--- src/rtl/rot_shift_pipe.sv ---
// Pipelined rotate/shift unit for the SHA-256 datapath: runtime amount and mode,
// valid/ready stream with full backpressure, opaque tag carried alongside each beat.
module rot_shift_pipe #(
  parameter int WIDTH  = 32,
  parameter int STAGES = 2,
  parameter int TAG_W  = 4
) (
  input  logic                     clk,
  input  logic                     rst_n,
  input  logic                     in_valid,
  output logic                     in_ready,
  input  logic [WIDTH-1:0]         in_data,
  input  logic [$clog2(WIDTH)-1:0] in_amt,
  input  logic [1:0]               in_mode,
  input  logic [TAG_W-1:0]         in_tag,
  output logic                     out_valid,
  input  logic                     out_ready,
  output logic [WIDTH-1:0]         out_data,
  output logic [TAG_W-1:0]         out_tag
);

  localparam int unsigned LVLS = $clog2(WIDTH);
  localparam int unsigned NSTG = STAGES;

  logic             adv;

  logic             valid_q [NSTG];
  logic [WIDTH-1:0] data_q  [NSTG];
  logic [LVLS-1:0]  amt_q   [NSTG];
  logic [1:0]       mode_q  [NSTG];
  logic [TAG_W-1:0] tag_q   [NSTG];

  logic             valid_d [NSTG];
  logic [WIDTH-1:0] data_d  [NSTG];
  logic [LVLS-1:0]  amt_d   [NSTG];
  logic [1:0]       mode_d  [NSTG];
  logic [TAG_W-1:0] tag_d   [NSTG];

  logic             src_valid [NSTG];
  logic [WIDTH-1:0] src_data  [NSTG];
  logic [LVLS-1:0]  src_amt   [NSTG];
  logic [1:0]       src_mode  [NSTG];
  logic [TAG_W-1:0] src_tag   [NSTG];

  function automatic logic [WIDTH-1:0] bit_rev(input logic [WIDTH-1:0] x);
    logic [WIDTH-1:0] r;
    r = '0;
    for (int unsigned i = 0; i < WIDTH; i++) begin
      r[i] = x[WIDTH-1-i];
    end
    return r;
  endfunction

  // Left modes run through the same right-going network: the operand is
  // bit-reversed on entry and the result reversed again in the last stage.
  for (genvar g = 0; g < STAGES; g++) begin : g_src
    if (g == 0) begin : g_first
      assign src_valid[g] = in_valid;
      assign src_data[g]  = in_mode[1] ? bit_rev(in_data) : in_data;
      assign src_amt[g]   = in_amt;
      assign src_mode[g]  = in_mode;
      assign src_tag[g]   = in_tag;
    end else begin : g_next
      assign src_valid[g] = valid_q[g-1];
      assign src_data[g]  = data_q[g-1];
      assign src_amt[g]   = amt_q[g-1];
      assign src_mode[g]  = mode_q[g-1];
      assign src_tag[g]   = tag_q[g-1];
    end
  end

  // Level k (shift by 2^k) belongs to stage floor(k*STAGES/LVLS).
  always_comb begin
    logic [WIDTH-1:0] cur;
    int unsigned      sh;
    cur = '0;
    sh  = 0;
    for (int unsigned s = 0; s < NSTG; s++) begin
      cur = src_data[s];
      for (int unsigned k = 0; k < LVLS; k++) begin
        if (((k * NSTG) / LVLS) == s && src_amt[s][k]) begin
          sh = 32'd1 << k;
          if (src_mode[s][0]) begin
            cur = cur >> sh;
          end else begin
            cur = (cur >> sh) | (cur << (WIDTH - sh));
          end
        end
      end
      if (s == NSTG - 1 && src_mode[s][1]) begin
        cur = bit_rev(cur);
      end
      valid_d[s] = src_valid[s];
      data_d[s]  = cur;
      amt_d[s]   = src_amt[s];
      mode_d[s]  = src_mode[s];
      tag_d[s]   = src_tag[s];
    end
  end

  always_ff @(posedge clk) begin
    if (!rst_n) begin
      for (int unsigned s = 0; s < NSTG; s++) begin
        valid_q[s] <= 1'b0;
        data_q[s]  <= '0;
        amt_q[s]   <= '0;
        mode_q[s]  <= '0;
        tag_q[s]   <= '0;
      end
    end else if (adv) begin
      for (int unsigned s = 0; s < NSTG; s++) begin
        valid_q[s] <= valid_d[s];
        data_q[s]  <= data_d[s];
        amt_q[s]   <= amt_d[s];
        mode_q[s]  <= mode_d[s];
        tag_q[s]   <= tag_d[s];
      end
    end
  end

  assign adv       = !valid_q[NSTG-1] || out_ready;
  assign in_ready  = adv;
  assign out_valid = valid_q[NSTG-1];
  assign out_data  = data_q[NSTG-1];
  assign out_tag   = tag_q[NSTG-1];

endmodule

--- config.mk ---
export PLATFORM = sky130hd
export DESIGN_NAME = rot_shift_pipe
export DESIGN_NICKNAME = d
export VERILOG_FILES = /design/src/rtl/rot_shift_pipe.sv
export SDC_FILE = /design/constraint.sdc
export NUM_CORES = 1
export LEC_CHECK = 0
export ABC_AREA = 1
export BUFFER_PORTS_ARGS = -buffer_cell sky130_fd_sc_hd__buf_4
export CORE_MARGIN = 4
export CORE_UTILIZATION = 45
export DETAILED_ROUTE_END_ITERATION = 8
export PLACE_DENSITY = 0.7
export SLEW_MARGIN = 20
export SYNTH_ARGS = -nofsm -noshare
export SYNTH_HDL_FRONTEND = slang
export SYNTH_SLANG_ARGS = --single-unit
export TNS_END_PERCENT = 50
--- constraint.sdc ---
create_clock -name clk -period 4.2 [get_ports clk]
set_input_delay 0.63 -clock clk [delete_from_list [all_inputs] [get_ports clk]]
set_output_delay 0.63 -clock clk [all_outputs]
set_load 0.03 [all_outputs]
### Word level (Yosys, flattened, before mapping)

Memory sizes are Yosys's and may differ from the RTL's.
Index checks and enable logic that the tools add are counted.

* memory bits (read-only): 0
* bits in registers: 0
* memory bits (writable): 88
* bits of input ports: 47
* memories kept: 5
* word-level logic and storage cells: 48
* latch bits: 0

* shift-type cells: 0
* multiplexer cells: 26
* div/mod/pow operators: 0
* bitwise logic cells: 15
* reduce and logical (&&, ||, !) cells: 2
* multiply operators: 0
* equality and inequality tests: 0
* add/sub/neg operators: 0
* order comparisons: 0

Memory list
* data_q: depth 2, bits a word 32, read ports 2, clocked after memory_dff 0, write ports 2, RTL line 28 `logic [WIDTH-1:0] data_q [NSTG];`
* amt_q: depth 2, bits a word 5, read ports 1, clocked after memory_dff 0, write ports 2, RTL line 29 `logic [LVLS-1:0] amt_q [NSTG];`
* tag_q: depth 2, bits a word 4, read ports 2, clocked after memory_dff 0, write ports 2, RTL line 31 `logic [TAG_W-1:0] tag_q [NSTG];`
* mode_q: depth 2, bits a word 2, read ports 1, clocked after memory_dff 0, write ports 2, RTL line 30 `logic [1:0] mode_q [NSTG];`
* valid_q: depth 2, bits a word 1, read ports 2, clocked after memory_dff 0, write ports 2, RTL line 27 `logic valid_q [NSTG];`

Operators by type and width (number)
* $mux 32: 14
* $or 16x32->32: 1
* $or 24x32->32: 1
* $or 28x32->32: 1
* $or 30x32->32: 1
* $or 31x32->32: 1
* $mux 5: 2
* $or 1x1->1: 10
* $mux 4: 2
* $mux 1: 6
* $mux 2: 2
* $logic_not 1->1: 1
* $logic_or 1x1->1: 1

### Logic depth before layout (Yosys ltp)

Gate-level depths: netlist (run 1).

* depth after elaboration: 11
* depth in mapped cells: 10
* gate-level depth less buffers: 9

### Worst setup path after synthesis (run 1)

Ideal clock, no wire load.

* path kind: in2reg
* start: input port out_ready
* end: memory amt_q[0][3] in the netlist's numbering (enable)
* data arrival time: 2.434 ns
* path buffers: 0
* path slack: 0.785 ns
* cell stages on the path: 2
* library setup time: 0.981 ns
* required time: 3.219 ns
* path through: inv_1 -> nand3_1

RTL lines
* from (decl): RTL line 17 `input logic out_ready,`
* to (decl): RTL line 29

==> impl_summary.md, run 1 <==
Worst setup path
The start point of the critical path is amt_q[0][4]. The critical path startpoint category is a register. STA classifies the critical path endpoint as a register.

The worst setup slack for register-to-register paths is between 1500 and 2000 ps. The largest fanout on the critical path is 33. The required time at the worst-slack endpoint is 4390 ps. The critical path start-end classification is reg -> reg.

The endpoint of the lowest-slack register-to-register path is data_q[0][38]. In this run the critical register-to-register path is launched from amt_q[0][4]. The signal on the critical path passes through inv_2, nor2_4, inv_2, o21ai_1, nor2_1, nor2_1.

The maximum cell stage delay along the critical path is 960 ps. Data arrives at the worst endpoint at 2510 ps. The slowest library cell on the worst path is sky130_fd_sc_hd__edfxtp_1. Following the worst setup path forward leads to its endpoint at data_q[0][38]. The worst register-to-register path has a depth of 6.

Clock tree
The post-CTS setup repair buffer count is 0. The clock insertion delay at the later pin of the skew report is 330 ps. TritonCTS built the clock tree. The clock root buffer is sky130_fd_sc_hd__clkbuf_16. The number of hold buffers added after CTS was 0. The H-tree depth is 3.

After clock tree synthesis, the clock-pin slew on the worst setup and hold paths is 60 ps. In this run, post-CTS repair resized a total of 0 instances. The clock drives 78 sinks. The number of CTS-inserted buffers is 9. The maximum buffer depth of the clock tree is 2.

Power and ir drop
The maximum resistive drop on vdd is 0.216 mV. The leakage component of the power is 2.93 nW. Dividing total power by cell area gives a power density of 382 mW/mm^2.

Floorplanning
The floorplan die width is 120 um. In this run the standard cell core region covers approximately 0.012 sq mm. The floorplan step set the die height to 120 um. The total die area is 0.0145 sq mm. In this run the core area contains 40 standard-cell rows. During I/O placement, the number of pins put on the boundary was 85. The initial core utilization is 46.6%.

Logic synthesis
The number of synthesis warnings is 0. The synthesized instance count is roughly 800. The average cell area after synthesis is 7.15 sq um. Ranked by total cell area, the synthesized netlist is headed by sky130_fd_sc_hd__edfxtp_1, sky130_fd_sc_hd__nand2_1, sky130_fd_sc_hd__nand3_1. The number of nets in the synthesized netlist is 843.

The area of the mapped netlist is 0.00569 sq mm. The top cell type by area accounts for 41.2% of the synthesized area. After synthesis the netlist holds a flip-flop and latch count of 78. The distinct cell type count of the synthesized netlist is 23.

The largest total area in the synthesized netlist belongs to sky130_fd_sc_hd__edfxtp_1. Of the synthesized area, sequential elements account for 41.2%.

Worst hold path
In this run the worst hold path is classified as reg -> reg.

Timing
At the pin with the least slew margin, the transition time is 957 ps. In the finished design, the share of the clock period the worst path needs comes to a little under three fifths. The setup skew after layout is 8.63 ps.

The worst hold-check slack is 551 ps. Setup repair after global routing left no endpoint under its margin. The max-slew violation count was 0.

Setup violations remaining at the end of the flow were counted as 0. Measured against its own limit, the worst slew margin works out to 36.1%. The hold violation total from the final report is 0. The fmax is 0.432 GHz. The setup TNS is 0 ps. The minimum period implied by the final worst setup slack is 2320 ps.

GRT
After global routing the overflow that remains totals 0. The number of global-route vias before repair is roughly 4.6k. The total global routing track utilization is around 18%.

The initial antenna violation count came to 0. The largest net degree at the start of global routing is between 70 and 80. The global-route wire length before repair is 21900 um.

Layout
In the final layout, the share of cells above drive strength 1 is 15.0%. After the last flow step, the layout net total stands at 863. Counting the fill cells in the layout gives between 1k and 1.5k. The share of the core filled with cells in the final layout is 52.2%. The repair_antennas step left the layout with diodes totalling 0. The layout-stage area growth over the synthesis result is 12.1%.

The area taken by multi-input logic gates is 0.00263 sq mm. The footprint of the flip-flops and latches is 0.00234 sq mm.

Place
In this run the tool buffered the top-level ports with 84 buffer cells. Once detailed placement completed, the half-perimeter wirelength came to 9510 um. The placer congestion estimate is 0.889.

Detailed routing
In the routed layout, each cell is associated on average with a via count of between 5 and 6. The count of nets left with antenna violations once routing finished came out at 0. Dividing the detail-routed wire length by the instance count gives 13.3 um. The detailed-route wire length is 13100 um. The first detailed-routing pass took 6 iterations.

After detailed routing, the number of remaining DRC violations is 0. The number of design-rule violations left by the first detailed-router iteration is about 420. Across all layers, the routed design uses about 5k vias.

Run status
The flow ran to the end, and the final reports show no timing, DRC or antenna violations.

Run
The reported max-cap violation count is 0.
critical path: cells and delay by family (launching register included):
family                 cells  cell delay (ps)
AND/OR/NAND/NOR            3              500
flip-flops                 1              960
buffers and inverters      2              470
AO/OA/AOI/OAI              1              240
worst min path at each step:
stage,from,end,cells past startpoint,slack [ps]
finish,tag_q[0][0],tag_q[0][4],2,550
global route,in_amt[3],amt_q[0][3],3,590
CTS,tag_q[0][0],tag_q[0][4],2,560
detailed placement,tag_q[0][0],tag_q[0][4],2,540
global placement,tag_q[0][3],tag_q[0][7],2,520
floorplan,tag_q[0][0],tag_q[0][4],2,520
state kept, by name, indices dropped and copies added, names as in the netlist:
| register | count |
|---|---|
| amt_q | 2 |
| data_q | 64 |
| mode_q | 2 |
| tag_q | 8 |
| valid_q | 2 |
synth_stat cells (all sizes together):
library cell and number:
or2 8, o21ai 61, inv 50, nand3 143, nor2 121, a21oi 21
clkbuf 13, mux2i 7, o22ai 8, edfxtp 78, nand2 218, buf 68
per-stage QoR:
| step | instance area (sq um) | setup WS (ps) | instances | power [mW] |
|---|---|---|---|---|
| floorplan | 5690 | 785 | 796 | 1.51 |
| global route | 6380 | 1680 | 989 | 2.57 |
| CTS | 6360 | 1900 | 988 | 2.45 |
| finish | 6380 | 1880 | 989 | 2.44 |
| global placement | 6040 | 1740 | 972 | 1.64 |
| detailed placement | 6040 | 1680 | 972 | 1.65 |
area by class of cell:
| cell class | instances | share of cell area, % |
|---|---|---|
| clock inverters | 7 | 1.39 |
| well taps | 168 | 3.30 |
| clock buffers | 9 | 3.53 |
| flip-flops and latches | 78 | 36.7 |
| repair buffers | 90 | 10.8 |
| inverters | 50 | 3.06 |
| multi-input cells | 587 | 41.2 |
logic make-up (layout without fill, tap and decap cells):
kind of cell,after synthesis,count (layout),share of synthesized area (%)
AO/OA/AOI/OAI,90,90,8.10
buffers and inverters,131,156,12.9
flip-flops,78,78,41.2
multiplexers,7,7,1.23
AND/OR/NAND/NOR,490,490,36.6
per-layer routing:
layer  wire length [um]  vias to the layer above  global-route usage (%)
li1                   -                     2645                       -
met5                  0                        -                       0
met4                245                        0                    6.02
met2               6010                      176                    28.3
met3                687                       14                    2.53
met1               6180                     2285                    26.7
placed cells by master, fill, tap and decap left out:
cell and count:
sky130_fd_sc_hd__nand2_4 1, sky130_fd_sc_hd__buf_12 1, sky130_fd_sc_hd__o21ai_1 35, sky130_fd_sc_hd__clkbuf_16 9
sky130_fd_sc_hd__nand2_1 205, sky130_fd_sc_hd__clkinv_4 1, sky130_fd_sc_hd__nor2_4 1, sky130_fd_sc_hd__inv_1 46
sky130_fd_sc_hd__or2_1 8, sky130_fd_sc_hd__a21oi_1 21, sky130_fd_sc_hd__nand3_4 1, sky130_fd_sc_hd__nor2_1 120
sky130_fd_sc_hd__clkinv_2 1, sky130_fd_sc_hd__nand2_2 12, sky130_fd_sc_hd__o21ai_0 26, sky130_fd_sc_hd__inv_2 3
sky130_fd_sc_hd__clkinv_1 2, sky130_fd_sc_hd__edfxtp_1 78, sky130_fd_sc_hd__clkinvlp_4 1, sky130_fd_sc_hd__buf_4 89
sky130_fd_sc_hd__o22ai_1 8, sky130_fd_sc_hd__bufinv_16 2, sky130_fd_sc_hd__mux2i_1 7, sky130_fd_sc_hd__inv_8 1
sky130_fd_sc_hd__nand3_1 142
where the power goes:
part | total [mW] | internal (mW) | switching (mW)
clock network | 0.803 | 0.515 | 0.288
logic | 0.632 | 0.220 | 0.411
registers | 1.00 | 0.956 | 0.0450
total | 2.44 | 1.69 | 0.744
No activity file was read; power rests on OpenSTA's default activity.
==> run 2: changes to the inputs <==
--- a/config.mk
+++ b/config.mk
@@ -5,12 +5,12 @@
 export SDC_FILE = /design/constraint.sdc
 export NUM_CORES = 1
 export LEC_CHECK = 0
-export ABC_AREA = 1
+export ABC_AREA = 0
 export BUFFER_PORTS_ARGS = -buffer_cell sky130_fd_sc_hd__buf_4
 export CORE_MARGIN = 4
 export CORE_UTILIZATION = 45
 export DETAILED_ROUTE_END_ITERATION = 8
-export PLACE_DENSITY = 0.7
+export PLACE_DENSITY = 0.73
 export SLEW_MARGIN = 20
 export SYNTH_ARGS = -nofsm -noshare
 export SYNTH_HDL_FRONTEND = slang
==> constraint.sdc (replaced) <==
create_clock -name clk -period 1.85 [get_ports clk]
set_input_delay 0.2775 -clock clk [delete_from_list [all_inputs] [get_ports clk]]
set_output_delay 0.2775 -clock clk [all_outputs]
set_load 0.03 [all_outputs]
==> run 2 against run 1 <==
  * Maximum frequency is 32% higher
  * Hold slack lost 300 ps
  * Clock power up 120%
  * Critical path type unchanged
  * Largest cell class unchanged
  * Highest routed layer unchanged
==> impl_summary.md, run 2 <==
Run status
The run finished with clean final reports.

Floorplanning
The initial core utilization is 45.9% (-0.70 points). The placement row count came to 40 (unchanged). The floorplan die height was 118 um (-1.7%).

The core area was 0.0120 sq mm (-2.0%). The floorplan die width is 118 um (-1.7%). The total die area is 0.0140 sq mm (-3.3%). The number of top-level pins is 85 (unchanged).

Detailed routing
The average via count per standard cell is 6.06 (+17%). The routed wirelength normalized by instance count is 18.4 um (+39%). The remaining number of nets flagged by the antenna check after routing is 0 (unchanged). The detailed-route wire length is 11400 um (-13%). The total via count after detailed routing is 3740 (-27%). The number of design-rule violations left by the first detailed-router iteration is 346 (-17%). The remaining routing DRC violations is 0 (unchanged). The number of detailed-route iterations in the first pass is 5 (-1).

Layout
The flip-flop count of the largest register after layout is 64 (unchanged). The total of fill cells in the finished design is 985 (-19%). The most common library cell in the layout ignoring fill and taps is sky130_fd_sc_hd__buf_4. The number of diodes is 0 (unchanged). The largest registers in the layout are data_q: 64 flops, tag_q: 8 flops. The number of nets in the finished design is 512 (-41%). In the layout the commonest cells are sky130_fd_sc_hd__buf_4, sky130_fd_sc_hd__edfxtp_1, sky130_fd_sc_hd__mux2i_1. The largest register by flop count is data_q.

The layout-stage area growth over the synthesis result is 17.1%. The proportion of layout cells with a drive suffix above 1 came to 37.2% (+22 points). The area taken by multi-input logic gates was 0.00265 sq mm (+0.71%).

The footprint of the flip-flops and latches is 0.00234 sq mm (unchanged). The number of standard cells in the layout, taps in and fillers out is 617 (-38%). The final non-filler cell area came to 0.00643 sq mm (+0.80%).

Worst setup path
The maximum cell stage delay along the critical path was 540 ps (-420 ps). The signal on the critical path passes through buf_12, buf_4, mux4_2, a22o_1. The largest fanout on the critical path is 24 (-27%). The critical path data arrival time is 1840 ps (-670 ps). The type of destination of the critical path is a register. Among all stages on the critical path, the largest delay is contributed by sky130_fd_sc_hd__mux4_2. The critical path start-end classification is reg -> reg.

The required time at the worst-slack endpoint was 1940 ps (-2450 ps). The family with the most delay on the worst path is multiplexers. The number of buffers and inverters on the critical path was 2 (unchanged). STA classifies the critical path startpoint as a register.

Logic synthesis
Sorting the synthesized cells by area gives the leading types as sky130_fd_sc_hd__edfxtp_1, sky130_fd_sc_hd__mux4_2, sky130_fd_sc_hd__mux2i_1. The number of synthesis warnings is 0 (unchanged). Among all flip-flop cells after synthesis, the most frequent one is sky130_fd_sc_hd__edfxtp_1. The synthesized instance count is 411 (-48%).

The share of the synthesized area in the top cell type is 42.7% (+1.5 points). The async set or reset register ratio after synthesis is 0% (unchanged). Sorting the synthesized cells by how often they occur yields sky130_fd_sc_hd__edfxtp_1, sky130_fd_sc_hd__mux2i_1, sky130_fd_sc_hd__o22ai_1. The net count after synthesis came to 458 (-46%).

The flip-flop and latch count after synthesis is 78 (unchanged). The cell type with the highest aggregate area in the netlist is sky130_fd_sc_hd__edfxtp_1. The library cell with the highest instance count after synthesis is sky130_fd_sc_hd__edfxtp_1. The distinct cell type count of the synthesized netlist is 32 (+39%). The number of enable flip-flop cells after synthesis is 78 (unchanged). The post-synthesis sequential area ratio is 42.7% (+1.5 points).

The area of the mapped netlist is 0.00549 sq mm (-3.5%). The average cell area after synthesis was 13.4 sq um (+87%).

Run
The reported max-cap violation count is 0 (unchanged).

Power and ir drop
The maximum resistive drop on vdd is 0.427 mV (+98%). The leakage component of the power was 2.63 nW (-10%). The total power after layout is 5.47 mW (+120%). The clock network power share was 31.9% (-1.1 points). The net switching component of the power is 1.57 mW (+110%). The sequential share of power is 41.9% (+0.8 points). The fraction of power spent switching nets is 28.7% (-1.9 points). The power share of the combinational group is 26.2% (+0.3 points). The design internal power is 3.90 mW (+130%). The power per standard cell area is 851 mW/mm^2 (+120%).

Clock tree
The H-tree depth is 3 (unchanged). The number of CTS-inserted buffers is 9 (unchanged). The number of sinks handled by clock tree synthesis came to 78 (unchanged). The clock tree from TritonCTS is built. The clock insertion delay at the later pin of the skew report was 340 ps (about the same). The register clock-pin slew on the reported worst setup and hold paths is 60 ps (about the same). The number of buffers added to fix hold violations after cts came to 0 (unchanged). The maximum buffer depth of the clock tree is 2 (unchanged). The clock root buffer is sky130_fd_sc_hd__clkbuf_16.

The post-CTS setup repair buffer count is 0 (unchanged). The post-cts gate resize count is 1 (+1).

Place
The number of placed instances with taps included is 601 (-38%). The sum of net half-perimeters after detailed placement is 8880 um (-6.7%). The placed standard-cell area is 0.00613 sq mm (+1.4%). The quantity of I/O buffers inserted on ports is 84 (unchanged). The placer congestion estimate is 0.886 (-0.29%).

GRT
The number of global-route vias before repair came to 3720 (-18%). The largest net degree at the start of global routing was 41 (-48%). The total global routing track utilization is 16.3% (-2.0 points). The overall overflow remaining after global route is 0 (unchanged).

The initial antenna violation count was 0 (unchanged). The global-route wire length before repair is 18700 um (-14%).

Worst hold path
The worst hold path belongs to the class in -> reg.

Timing
Setup repair after global routing left no endpoint under its margin. The minimum period implied by the final worst setup slack is 1750 ps (-565 ps). The hold violation total from the final report is 0 (unchanged).

The ratio of final minimum period to clock period is 94.6% (+40 points). The transition time of the tightest slew-check pin is 449 ps (-509 ps). The setup skew after layout is 10.3 ps (+1.64 ps). The number of failing setup endpoints in the final timing report is 0 (unchanged). The normalized max-slew margin is 70.0% (+34 points). The fmax came to 0.571 GHz (+32%).

The max-slew violation count is 0 (unchanged).
run 2: cell type report:
type                    instances  share of cell area [%]
clock buffers                  10                    3.56
clock inverters                 6                    1.09
inverters                       1                  0.0584
multi-input cells             263                    41.2
flip-flops and latches         78                    36.4
well taps                     147                    2.86
repair buffers                112                    14.8
run 2: path summary, 6_finish.rpt:
check | from | to | slack (ps) | depth (start not counted)
worst min register to register | tag_q[0][1] | tag_q[0][5] | 550 | 1
worst max register to register | amt_q[0][3] | data_q[0][39] | 100 | 4
worst max-delay path | amt_q[0][3] | data_q[0][39] | 100 | 4
worst min-delay path | in_valid | valid_q[0][0] | 250 | 2
run 2: cells by family after synthesis:
kind of cell,Yosys count,share of synthesized area (%)
muxes,122,32.3
and+or+nand+nor,64,6.18
xor gates and xnor gates,1,0.160
AOI/OAI and AO/OA,76,9.51
DFF,78,42.7
buffers and inverters,70,9.17
run 2: stage by stage:
stage / utilization (%) / worst slack (ps) / setup TNS, ps / hold WS (ps)
detailed placement: 51.2 / -157 / -1070 / 537
global route: 53.7 / 15.3 / 0 / 240
global placement: 51.2 / -144 / -533 / 535
CTS: 53.7 / 97.4 / 0 / 238
finish: 53.7 / 99.2 / 0 / 248
floorplan: - / -1450 / -113190 / 496
run 2: layer usage:
layer  GRT usage, %  part of all wire [%]  vias up
met5              0                     0        -
met4           5.58                   1.8        0
met2           27.0                    48      152
met3           4.26                   6.2       20
met1           21.0                    44     1822
li1               -                     -     1746
run 2: power groups by stage:
stage          Combinational, mW  Sequential [mW]  Clock, mW
2_1_floorplan               1.09             2.29          0
3_3_place_gp                1.40             2.32          0
3_5_place_dp                1.43             2.33          0
4_1_cts                     1.43             2.29       1.78
5_1_grt                     1.54             2.31       1.86
6_report                    1.43             2.29       1.75
